### config.mk
export PLATFORM = sky130hd
export DESIGN_NAME = if_prefetch_queue
export DESIGN_NICKNAME = d
export VERILOG_FILES = /design/src/rtl/if_prefetch_queue.sv
export SDC_FILE = /design/constraint.sdc
export NUM_CORES = 1
export LEC_CHECK = 0
export ABC_AREA = 0
export CAP_MARGIN = 20
export CORE_ASPECT_RATIO = 1.25
export CORE_MARGIN = 2
export CORE_UTILIZATION = 39
export DETAILED_ROUTE_END_ITERATION = 10
export PLACE_DENSITY = 0.6
export REMOVE_ABC_BUFFERS = 1
export SYNTH_ARGS = -nofsm -noshare
export SYNTH_HDL_FRONTEND = slang
export SYNTH_SLANG_ARGS = --single-unit
### constraint.sdc
create_clock -name clock -period 5.18 [get_ports clock]
set_input_delay 1.554 -clock clock [delete_from_list [all_inputs] [get_ports clock]]
set_output_delay 1.554 -clock clock [all_outputs]
set_load 0.05 [all_outputs]
### src/rtl/if_prefetch_queue.sv
// Instruction prefetch queue feeding the IF/ID register.
// Issues in-order word fetches and buffers responses until IF/ID takes them.
module if_prefetch_queue #(
    parameter int unsigned DEPTH     = 4,
    parameter int unsigned MAX_OUTST = 2,
    parameter logic [31:0] RESET_PC  = 32'h0
) (
    input  logic        clock,
    input  logic        reset,
    input  logic        redirect_valid,
    input  logic [31:0] redirect_pc,
    input  logic        ifid_write,
    output logic        out_valid,
    output logic [31:0] out_instr,
    output logic [31:0] out_pc,
    output logic [31:0] out_next_pc,
    output logic        imem_req,
    output logic [31:0] imem_addr,
    input  logic        imem_gnt,
    input  logic        imem_rvalid,
    input  logic [31:0] imem_rdata
);

    localparam int PW = (DEPTH > 1) ? $clog2(DEPTH) : 1;
    localparam int CW = PW + 1;

    typedef logic [PW-1:0] ptr_t;
    typedef logic [CW-1:0] cnt_t;

    localparam cnt_t DEPTH_C = cnt_t'(DEPTH);
    localparam cnt_t MAXO_C  = cnt_t'(MAX_OUTST);

    typedef enum logic {
        S_FETCH,
        S_DISCARD
    } state_e;

    state_e      state_q, state_d;
    logic [31:0] fetch_pc_q, fetch_pc_d;
    logic [31:0] resp_pc_q, resp_pc_d;
    ptr_t        rd_ptr_q, rd_ptr_d;
    ptr_t        wr_ptr_q, wr_ptr_d;
    cnt_t        count_q, count_d;
    cnt_t        outst_q, outst_d;
    cnt_t        drop_q, drop_d;

    logic [31:0] pc_mem    [DEPTH];
    logic [31:0] instr_mem [DEPTH];

    cnt_t occ;
    logic gnt_ok;
    logic rv_ok;
    logic drop_rsp;
    logic push;
    logic pop;

    // Handshake qualifiers; a response with nothing outstanding is ignored.
    always_comb begin
        occ      = count_q + outst_q;
        imem_req = !reset && !redirect_valid
                   && (outst_q < MAXO_C) && (occ < DEPTH_C);
        gnt_ok   = imem_req && imem_gnt;
        rv_ok    = imem_rvalid && (outst_q != '0);
        drop_rsp = rv_ok && (state_q == S_DISCARD);
        push     = rv_ok && !drop_rsp && !redirect_valid;
        pop      = out_valid && ifid_write && !redirect_valid;
    end

    assign imem_addr = fetch_pc_q;

    // Head presentation; zeros form a bubble when the queue is empty.
    always_comb begin
        out_valid   = !reset && (count_q != '0);
        out_pc      = '0;
        out_instr   = '0;
        out_next_pc = '0;
        if (out_valid) begin
            out_pc      = pc_mem[rd_ptr_q];
            out_instr   = instr_mem[rd_ptr_q];
            out_next_pc = pc_mem[rd_ptr_q] + 32'd4;
        end
    end

    // Next-state: redirect flushes the queue and turns all in-flight fetches into drops.
    always_comb begin
        state_d    = state_q;
        fetch_pc_d = fetch_pc_q;
        resp_pc_d  = resp_pc_q;
        rd_ptr_d   = rd_ptr_q;
        wr_ptr_d   = wr_ptr_q;
        count_d    = count_q;
        outst_d    = outst_q;
        drop_d     = drop_q;

        if (gnt_ok) begin
            outst_d    = outst_d + cnt_t'(1);
            fetch_pc_d = fetch_pc_q + 32'd4;
        end
        if (rv_ok) begin
            outst_d = outst_d - cnt_t'(1);
        end

        if (redirect_valid) begin
            fetch_pc_d = redirect_pc;
            resp_pc_d  = redirect_pc;
            rd_ptr_d   = '0;
            wr_ptr_d   = '0;
            count_d    = '0;
            drop_d     = outst_d;
        end else begin
            if (drop_rsp) begin
                drop_d = drop_q - cnt_t'(1);
            end
            if (push) begin
                wr_ptr_d  = wr_ptr_q + ptr_t'(1);
                resp_pc_d = resp_pc_q + 32'd4;
                count_d   = count_d + cnt_t'(1);
            end
            if (pop) begin
                rd_ptr_d = rd_ptr_q + ptr_t'(1);
                count_d  = count_d - cnt_t'(1);
            end
        end

        unique case (state_q)
            S_FETCH: begin
                if (redirect_valid && (outst_d != '0)) begin
                    state_d = S_DISCARD;
                end
            end
            S_DISCARD: begin
                if (drop_d == '0) begin
                    state_d = S_FETCH;
                end
            end
            default: state_d = S_FETCH;
        endcase
    end

    // Control state register with synchronous reset.
    always_ff @(posedge clock) begin
        if (reset) begin
            state_q    <= S_FETCH;
            fetch_pc_q <= RESET_PC;
            resp_pc_q  <= RESET_PC;
            rd_ptr_q   <= '0;
            wr_ptr_q   <= '0;
            count_q    <= '0;
            outst_q    <= '0;
            drop_q     <= '0;
        end else begin
            state_q    <= state_d;
            fetch_pc_q <= fetch_pc_d;
            resp_pc_q  <= resp_pc_d;
            rd_ptr_q   <= rd_ptr_d;
            wr_ptr_q   <= wr_ptr_d;
            count_q    <= count_d;
            outst_q    <= outst_d;
            drop_q     <= drop_d;
        end
    end

    // Entry storage; occupancy is tracked by the control registers.
    always_ff @(posedge clock) begin
        if (push && !reset) begin
            pc_mem[wr_ptr_q]    <= resp_pc_q;
            instr_mem[wr_ptr_q] <= imem_rdata;
        end
    end

endmodule

Word level (Yosys, flattened, before mapping). Memory sizes are Yosys's and may differ from the RTL's. A register that Yosys moved wholly into a read port is not among the register bits. Cells that the tools add are included.

Add/sub/neg operators: 11. Multiply operators: 0. Div/mod/pow operators: 0. Magnitude comparators: 2. Equality and inequality tests: 0. Shift operators: 0. Multiplexer cells: 23. Bitwise logic cells: 1. Reduce and logical (&&, ||, !) cells: 23.

Operators by type and width (number): two-way mux 32 bit (7); adder 32 x 3 -> 32 bit (second input constant) (3); two-way mux 3 bit (7); logical AND 1 bit (13); nonzero test 3 bit (3); subtractor 3 x 1 -> 3 bit (second input constant) (3); two-way mux 2 bit (4); adder 3 x 1 -> 3 bit (second input constant) (2); adder 2 x 1 -> 2 bit (second input constant) (2); two-way mux 1 bit (4); nonzero test 2 bit (2); adder 3 bit (1); zero test 1 bit (3); zero test 3 bit (1); < comparator 3 x 2 -> 1 bit (second input constant) (1); < comparator 3 bit (second input constant) (1); one-hot mux 1 bit (2 select lines) (1); OR reduction 2 bit (1); inverter 1 bit (1).

Bits in registers: 78. Bits in latches: 0. Bits in writable memories: 256. Memory bits (read-only): 0. Input bits: 70. Output and inout port bits: 130. Word-level logic and storage cells: 70. Memories kept: 2.

Memory list: instr_mem (depth 4, width 32, rd ports 1, clocked after memory_dff 1, write ports 1, line 48) `logic [31:0] instr_mem [DEPTH];`; pc_mem (depth 4, width 32, rd ports 1, clocked after memory_dff 1, write ports 1, line 47) `logic [31:0] pc_mem [DEPTH];`.

Logic depth before layout (Yosys ltp).
Depth in word-level cells: 12. Depth in mapped cells: 13. Gate-level depth less buffers: 12.

Least setup slack after synthesis. No wires, ideal clock.

Path type: input to output. From: in reset. To: out out_next_pc[23]. Arrival time: 2.863 ns. Required time: 3.626 ns. Setup slack: 0.763 ns. Cell stages on the path: 5. Path buffers: 2. Cell sequence: buf_6 -> inv_1 -> nand2_1 -> clkbuf_1 -> a21oi_1.

Longest elaborated chain between the ends: 3.

Ends and longest elaborated chain: start: declaration (line 9) `input logic reset,`; zero test 1 bit (line 73) `out_valid = !reset && (count_q != '0);`; logical AND 1 bit (line 73); two-way mux 32 bit (line 77) `if (out_valid) begin`; end: declaration (line 16) `output logic [31:0] out_next_pc,`.

Every way passes these cells.

==> out/results.ini <==
[layout]
layout_commonest_cell=edfxtp_1
instances_no_fill=1766
final_util_pct=49.0
syn2layout_area_growth_pct=23.4
fin_nets=1343
fin_area_mm2=0.0183
antenna_cells=0
fillers=3285
most-common-layout-cells=256 x edfxtp_1, 114 x buf_4, 100 x clkdlybuf4s50_1
drive_above_1_share_pct=21.3

[clocking]
cts.sinks=336
cts_max_level=2
clock_path_buffers=3
cts_tree=built
post_cts_buffers=0
clkTransAtPathRegs_ns=0.06
clk_latency_ns=0.51
cts.repair.resized=0
root_buffer=clkbuf_16
holdBufCountCts=0
cts_buffers=35

[timing]
tightest_slew_ns=1.00
clock_skew_ns=0.0187
fin_ws_ns=0.279
fmaxAchievable_mhz=204
min_period_ns=4.90
finalSetupTns_ns=0
holdWs_ns=0.465
hold_violations=0
timing.final.crit_share_pct=94.6
maxSlewHeadroom_pct=33.1
slew_viol_final=0
setup_violations=0
rsz0062_at_grt=false

[yosys]
ys_types=65
ys_seq_area_share_pct=62.7
yosysWarningCount=0
synth_area_mm2=0.0148
synth-main-ff-cell=edfxtp_1
synth.ff_latch_count=336
ys_async_sr_fraction_pct=0
synth-edff-count=256
synthCells=1056
synth_area_per_cell_um2=14.0

[status]
status=finished, final reports clean

[power]
pwr_density_cell_mw_per_mm2=342
seqPwrFrac_pct=49.6
power.switching_mw=1.54
leakage_nw=6.36
clkPwrFrac_pct=38.1
intPower_mw=4.72
irDropWorstVdd_v=0.000193
fin_total_pwr_mw=6.26
switching_share_pct=24.6
pwr-share-comb_pct=12.4

[critical_path]
r2r-start=outst_q[1]$_SDFF_PP0_
crit_arrival_ns=3.35
end_kind=primary output
cp.required_ns=3.63
path_class=reg2out
start_kind=flip-flop
worstPathMaxFanout=17
r2r_slack_ns=2.20

[placement]
dp_slack_ns=0.670
place_area_mm2=0.0172
dp.cells=1707
place_congestion=0.836
io_buffers=199
hpwl_um=23400

[global_route]
grt_pass1_vias=9627
grt_pass1_wl_um=53900
grt_max_degree=73
grt_use_total_pct=17.7
grt_overflow=0
antenna_found_initial=0

[detailed_routing]
drt_first_pass_iters=5
remaining_drc_errors=0
drt.antenna.violating_nets=0
drt-total-wl_um=34700
vias_per_cell=5.29
wl_per_cell_um=19.6
drt_iter0_markers=645
detailroute.via_count=9334

[die]
core_mm2=0.0374
start_util_pct=39.7
die_w_um=178
die-area_mm2=0.0396
std_cell_rows=79
io_pins=200
die_h_um=222

[job]
drv_cap=0

[hold_path]
hold_path_class=reg2reg
min_from=imem_addr[0]$_SDFFE_PP0P_

cells by family (layout without fill, tap and decap cells):
family,Yosys count,in the layout,share of synthesized area [%]
and+or+nand+nor,352,352,13.3
DFF,336,336,62.7
AOI/OAI and AO/OA,124,124,5.26
buffers and inverters,81,305,2.54
xor gates and xnor gates,78,78,4.75
muxes,70,70,10.2
adders and majority gates,15,15,1.27
metal layers:
metal	up-vias	GRT usage, %	share of wire, %
met5	-	0	0
met1	4608	22.3	41
met4	0	4.51	1.8
met3	48	2.83	5.2
li1	4420	-	-
met2	258	31.5	52
power groups by stage:
stage | sequential (mW) | combinational [mW] | clock [mW]
2_1_floorplan | 3.18 | 0.440 | 0
3_3_place_gp | 3.15 | 0.774 | 0
3_5_place_dp | 3.16 | 0.782 | 0
4_1_cts | 3.10 | 0.785 | 2.47
5_1_grt | 3.11 | 0.840 | 2.56
6_report | 3.10 | 0.773 | 2.38
final cells by class:
class	count	area, um^2	area share [%]
clock buffer	43	948	5.18
timing repair buffer	224	2040	11.2
tap	486	608	3.32
multi-input combinational	639	5180	28.3
clock inverter	16	138	0.752
inverter	22	82.6	0.451
sequential	336	9300	50.8
state kept, by name (all words and copies together), names as in the netlist, 2 cells and up, named ones only:
signal / cells
rd_ptr_q: 2
outst_q: 3
count_q: 3
instr_mem: 128
resp_pc_q: 32
pc_mem: 128
imem_addr: 32
drop_q: 3
wr_ptr_q: 2
synthesized netlist by cell type, types with 3 or more instances:
library cell,instances,area share [%]
edfxtp_1,256,52
mux4_2,63,9.6
a31oi_1,10,0.42
nor4_1,3,0.13
a211oi_1,10,0.51
o21a_1,19,0.96
buf_6,4,0.30
a21oi_1,37,1.2
nor3_2,7,0.47
and3_1,77,3.2
and2_1,13,0.55
nor4_4,3,0.43
and4_1,9,0.53
nor2_1,66,1.7
clkbuf_1,41,1.0
nand2_1,74,1.9
xnor2_1,40,2.4
nand2b_1,3,0.13
nor3_1,19,0.64
nand4_1,17,0.72
mux2i_1,3,0.20
nand3_1,29,0.98
inv_1,22,0.56
o21ai_0,23,0.78
or3_1,9,0.38
buf_2,6,0.20
ha_1,15,1.3
xor2_1,36,2.1
buf_4,5,0.25
a21boi_0,15,0.76
dfxtp_1,80,11
mux2_2,3,0.23
worst max-delay path: stages (launching register included):
cell,delay (ns)
dfxtp_4,0.57
buf_4,0.31
mux4_2,0.31
and2_2,0.23
nand4_2,0.41
or3_1,0.46
a21oi_1,0.34
buf_12,0.19
final timing paths:
check,to,cells past startpoint
max reg2reg,state_q$_SDFF_PP0_,12
max,out_next_pc[13],7
min,imem_addr[0]$_SDFFE_PP0P_,2
min reg2reg,imem_addr[0]$_SDFFE_PP0P_,2
Power figures use the tool's default switching activity.
==> edit 1, RTL diff (same settings) <==
Make the reset (`reset`) asynchronous in one clocked block. Comments in the files are not updated.
--- a/src/rtl/if_prefetch_queue.sv
+++ b/src/rtl/if_prefetch_queue.sv
@@ -139,5 +139,5 @@
 
     // Control state register with synchronous reset.
-    always_ff @(posedge clock) begin
+    always_ff @(posedge clock or posedge reset) begin
         if (reset) begin
             state_q    <= S_FETCH;
Function: differs if reset is asserted again (counterexample within 4 cycles, from zero or initial values and one cycle with reset high); with reset held inactive, the same outputs for 4 cycles.
==> edit 1 against the unedited design <==
Hold slack gained 0.056 ns. Sequential cell count shrank 2. Worst setup slack lost 0.045 ns. Area after synthesis grew 0.43%. Final area grew 0.80%. Routed wire length shrank 2.7%.
Power is not compared: it rests on default switching activity, and its combinational part moved more than twofold at a synthesized area within 25%.
==> edit 1: results (changes against the unedited design) <==
[final_layout]
fillers = 3290  ; +0.15%
fin_cells = 1731  ; -2.0%
reg.largest.list = instr_mem: 128 flops, pc_mem: 128 flops
drive_above_1_share_pct = 21.2  ; -0.10 points
nets = 1300  ; -3.2%

[drt]
wl_met2_um = 17300  ; -3.4%
wl_met3_um = 1460  ; -19%
drt_iter0_drc = 458  ; -29%
wl_met1_um = 14300  ; -0.14%
num_vias = 8992  ; -3.7%
dr.pass1.iters = 4  ; -1
routed_wl_um = 33700  ; -2.7%

[place]
gp_congestion = 0.775  ; -7.3%
dpl.hpwl_um = 22600  ; -3.6%
placed_area_um2 = 17300  ; +0.41%
detailedPlace.worstSlack_ns = 0.408  ; -0.262 ns
dp.cells = 1670  ; -2.2%

[clock_tree]
clockBufferDepth = 3  ; unchanged
h-tree-depth = 2  ; unchanged
cts_resized = 0  ; unchanged
post_cts_buffers = 0  ; unchanged

[global_routing]
antenna_found_initial = 0  ; unchanged
grt_pass1_wl_um = 52600  ; -2.4%
grt_usage_pct = 17.2  ; -0.53 points
grt_pass1_vias = 9280  ; -3.6%
grt_max_degree = 65  ; -11%

[logic_synthesis]
synth.area.top_cells = edfxtp_1, dfrtp_1, mux4_2
synth-edff-count = 256  ; unchanged
synth_common_cells = edfxtp_1, dfrtp_1, and2_1, nand2_1, nor2_1
ys_types = 54  ; -17%
syn_inst = 1009  ; -4.5%
synthArstFlopShare_pct = 23.4  ; +23 points
seq_area_frac_synth_pct = 64.7  ; +2.1 points

[timing]
tightestPinTransition_ns = 0.855  ; -0.145 ns
fin_skew_ns = 0.00912  ; -0.00957 ns
post-route-period-util_pct = 95.5  ; +0.86 points

[worst_setup_path]
cp.arrival_ns = 3.39  ; +0.04 ns
cp_max_fo = 20  ; +3
max_stage_delay_ns = 0.60  ; +0.03 ns
critical_path.slowest_cell = dfrtp_4
r2r_setup_slack_ns = 2.34  ; +0.14 ns

[power_and_ir_drop]
p_leak_nw = 6.44
irDropWorstVdd_v = 0.000195

[run_status]
status = completed

[edit 1: cell types whose count changed after synthesis, moves of 11 or more]
| cell | before | now |
|---|---|---|
| and2_1 | 13 | 68 |
| a21boi_0 | 15 | 1 |
| dfxtp_1 | 80 | 0 |
| a21oi_1 | 37 | 17 |
| xnor2_1 | 40 | 57 |
| nand2_1 | 74 | 62 |
| xor2_1 | 36 | 19 |
| and3_1 | 77 | 19 |
| mux2_2 | 3 | 14 |
| o21ai_0 | 23 | 47 |
| o21a_1 | 19 | 0 |
| dfrtp_1 | 0 | 78 |
[edit 1: tightest hold or removal path, cell delays in order (launching register included)]
cell and delay (ns):
dfrtp_1 0.37, inv_1 0.05, o21ai_0 0.06
[edit 1: per-layer routing]
| metal | vias up | track usage [%] |
|---|---|---|
| met5 | - | 0 |
| met4 | 0 | 4.59 |
| met3 | 37 | 2.70 |
| met2 | 211 | 30.0 |
| met1 | 4525 | 22.2 |
| li1 | 4219 | - |
[edit 1: report_power, final]
part           leakage [nW]  total (mW)  internal, mW  switching, mW
registers              3.25        3.21          3.05          0.160
logic                  2.63        1.93         0.705           1.23
clock network         0.555        2.50          1.50           1.00
total                  6.44        7.65          5.25           2.39
[edit 1: area by class of cell]
cell class,count,area [um^2],area share [%]
Clock buffer,45,987,5.35
Clock inverter,16,164,0.889
Inverter,31,116,0.631
Multi-Input combinational cell,593,4900,26.6
Sequential cell,334,9650,52.3
Tap cell,492,616,3.34
Timing Repair Buffer,220,2020,10.9
[edit 1: kinds of logic (layout without fill, tap and decap cells)]
family                   after synthesis  after routing  synth area share (%)
flip-flops                           334            334                  64.7
AND/OR/NAND/NOR                      316            316                  11.5
AO/OA/AOI/OAI                        101            101                  4.11
multiplexers                          85             85                  11.4
buffers and inverters                 82            312                  2.47
XOR/XNOR                              76             76                  4.47
adder cells (fa/ha/maj)               15             15                  1.26
[edit 1: stage by stage]
| step | util [%] | hold slack (ns) | setup TNS [ns] |
|---|---|---|---|
| floorplan | - | 0.476 | -132.07 |
| finish | 48.6 | 0.521 | 0 |
| global placement | 45.6 | 0.495 | 0 |
| CTS | 48.6 | 0.525 | 0 |
| global route | 48.6 | 0.543 | 0 |
| detailed placement | 45.6 | 0.509 | 0 |
[edit 1: path summary, 6_finish.rpt]
path                                    to         start  cells past startpoint
hold reg to reg               imem_addr[1]  imem_addr[1]                      2
hold / removal                imem_addr[1]  imem_addr[1]                      2
setup / recovery           out_next_pc[18]   rd_ptr_q[0]                      7
max in group asynchronous    resp_pc_q[29]         reset                      3
min in group asynchronous     imem_addr[1]         reset                      2
setup reg to reg           instr_mem[1][8]    outst_q[0]                      8
==> edit 2, RTL diff (same settings) <==
Without the edit above. The parameter `DEPTH` goes from 4 to 16.
--- a/src/rtl/if_prefetch_queue.sv
+++ b/src/rtl/if_prefetch_queue.sv
@@ -2,5 +2,5 @@
 // Issues in-order word fetches and buffers responses until IF/ID takes them.
 module if_prefetch_queue #(
-    parameter int unsigned DEPTH     = 4,
+    parameter int unsigned DEPTH     = 16,
     parameter int unsigned MAX_OUTST = 2,
     parameter logic [31:0] RESET_PC  = 32'h0
Formal check against the unedited RTL: same outputs for any inputs over 4 cycles, from zero or initial values and one cycle with reset high; that may be too few to reach the edited logic, so the function may still have changed.
==> edit 2 against the unedited design <==
The flow now finishes with violations (negative setup slack). Clock power grew to 3.3 times the old value. Final area grew to 2.9 times the old value. Combinational power grew to 2.6 times the old value. Core utilization shrank 2.1 points. Register-to-register slack lost 0.56 ns. Sequential power grew to 3.3 times the old value. Worst setup slack lost 0.30 ns. Total power grew to 3.2 times the old value. Critical path depth grew 4. Area after synthesis grew to 3.0 times the old value. Maximum frequency shrank 5.8%. Sequential cell count grew 780. Cell count grew 140%. Routed wire length grew to 3.2 times the old value. Critical endpoint is now out_next_pc[31].
==> edit 2: results (changes against the unedited design) <==
[final_layout]
fillers = 9455  ; +190%
reg.largest.list = instr_mem: 512 flops, pc_mem: 512 flops
nets = 2715  ; +100%
seq_share_pct = 60.8  ; +10 points
areaGrowthSynthToFinish_pct = 19.8
stdcell_area_um2 = 53600  ; +190%
clk_share_pct = 6.64  ; +0.70 points

[run_status]
status = complete, but fails checks
violations = negative setup slack

[worst_setup_path]
critical_path.slowest_cell = or4_4
cp.arrival_ns = 3.65  ; +0.30 ns
max_stage_delay_ns = 0.55  ; -0.02 ns
cp_max_fo = 6  ; -11

[timing]
setup_tns_ns = -0.0238  ; -0.0238 ns
fin_skew_ns = 0.0186  ; -0.000130 ns
setup_slack_ns = -0.0238  ; -0.303 ns
finalSetupViolCount = 1  ; +1

[logic_synthesis]
synth.area.top_cells = edfxtp_1, mux4_2, dfxtp_1
synth-edff-count = 1024  ; +300%
synth_area_per_cell_um2 = 19.5  ; +39%
seq_area_frac_synth_pct = 72.8  ; +10 points
synth_common_cells = edfxtp_1, mux4_2, nor2_1, nand2_1, dfxtp_1

[place]
detailedPlace.worstSlack_ns = 0.0582  ; -0.612 ns
dp.cells = 3956  ; +130%
gp_congestion = 0.896  ; +7.2%

[global_routing]
antenna_found_initial = 5  ; +5
grt_usage_pct = 18.9  ; +1.2 points
grt_pass1_vias = 24400  ; +150%

[clock_tree]
cts_buffers = 105  ; +200%
clock_latency_ns = 0.68  ; +0.17 ns

[drt]
wl_per_cell_um = 26.5  ; +35%

[power_and_ir_drop]
p_leak_nw = 16.9  ; +170%

==> edit 2: changes by cell type in the layout (fill, tap and decap cells not counted), sizes merged, moves of 21 or more <==
cell    change
clkinv     +30
and2       +44
edfxtp    +768
and3       -60
nand2      +21
nor2       +73
buf       +117
mux4      +238
clkbuf     +88
==> edit 2: report_power, final <==
part,switching (mW),leakage [nW],internal (mW)
logic,1.20,5.11,0.827
registers,0.170,10.0,9.96
clock network,3.30,1.72,4.60
==> edit 2: worst paths after layout <==
kind                startpoint               to  slack, ns  depth (start not counted)
setup / recovery      register  out_next_pc[31]      -0.02                         11
hold / removal    imem_addr[0]     imem_addr[0]       0.48                          2
setup reg to reg    outst_q[2]          state_q       1.64                         11
hold reg to reg   imem_addr[0]     imem_addr[0]       0.48                          2
==> edit 2: metal layers <==
layer	part of all wire [%]	global-route usage (%)	routed length, um
met5	0.012	0	13
met4	2.0	4.87	2220
met3	5.9	2.77	6570
met2	51	32.3	56200
met1	41	25.3	46100
==> edit 2: cells by family (layout without fill, tap and decap cells) <==
family                     count (synthesis)  after routing  share of synthesized area (%)
xor gates and xnor gates                  84             84                           1.64
AOI/OAI and AO/OA                        166            166                           2.42
DFF                                     1116           1116                           72.8
buffers and inverters                    140            558                           1.79
and+or+nand+nor                          453            453                           5.07
adders and majority gates                 18             18                          0.503
muxes                                    319            319                           15.8
==> edit 2: timing repair <==
| item | CTS | global route |
|---|---|---|
| setup buffers | 28 | 12 |
| endpoints found under the setup margin | 42 | 22 |
| gates resized for setup | 69 | 34 |
| cloned | 5 | 1 |
| pin swaps | 16 | 16 |
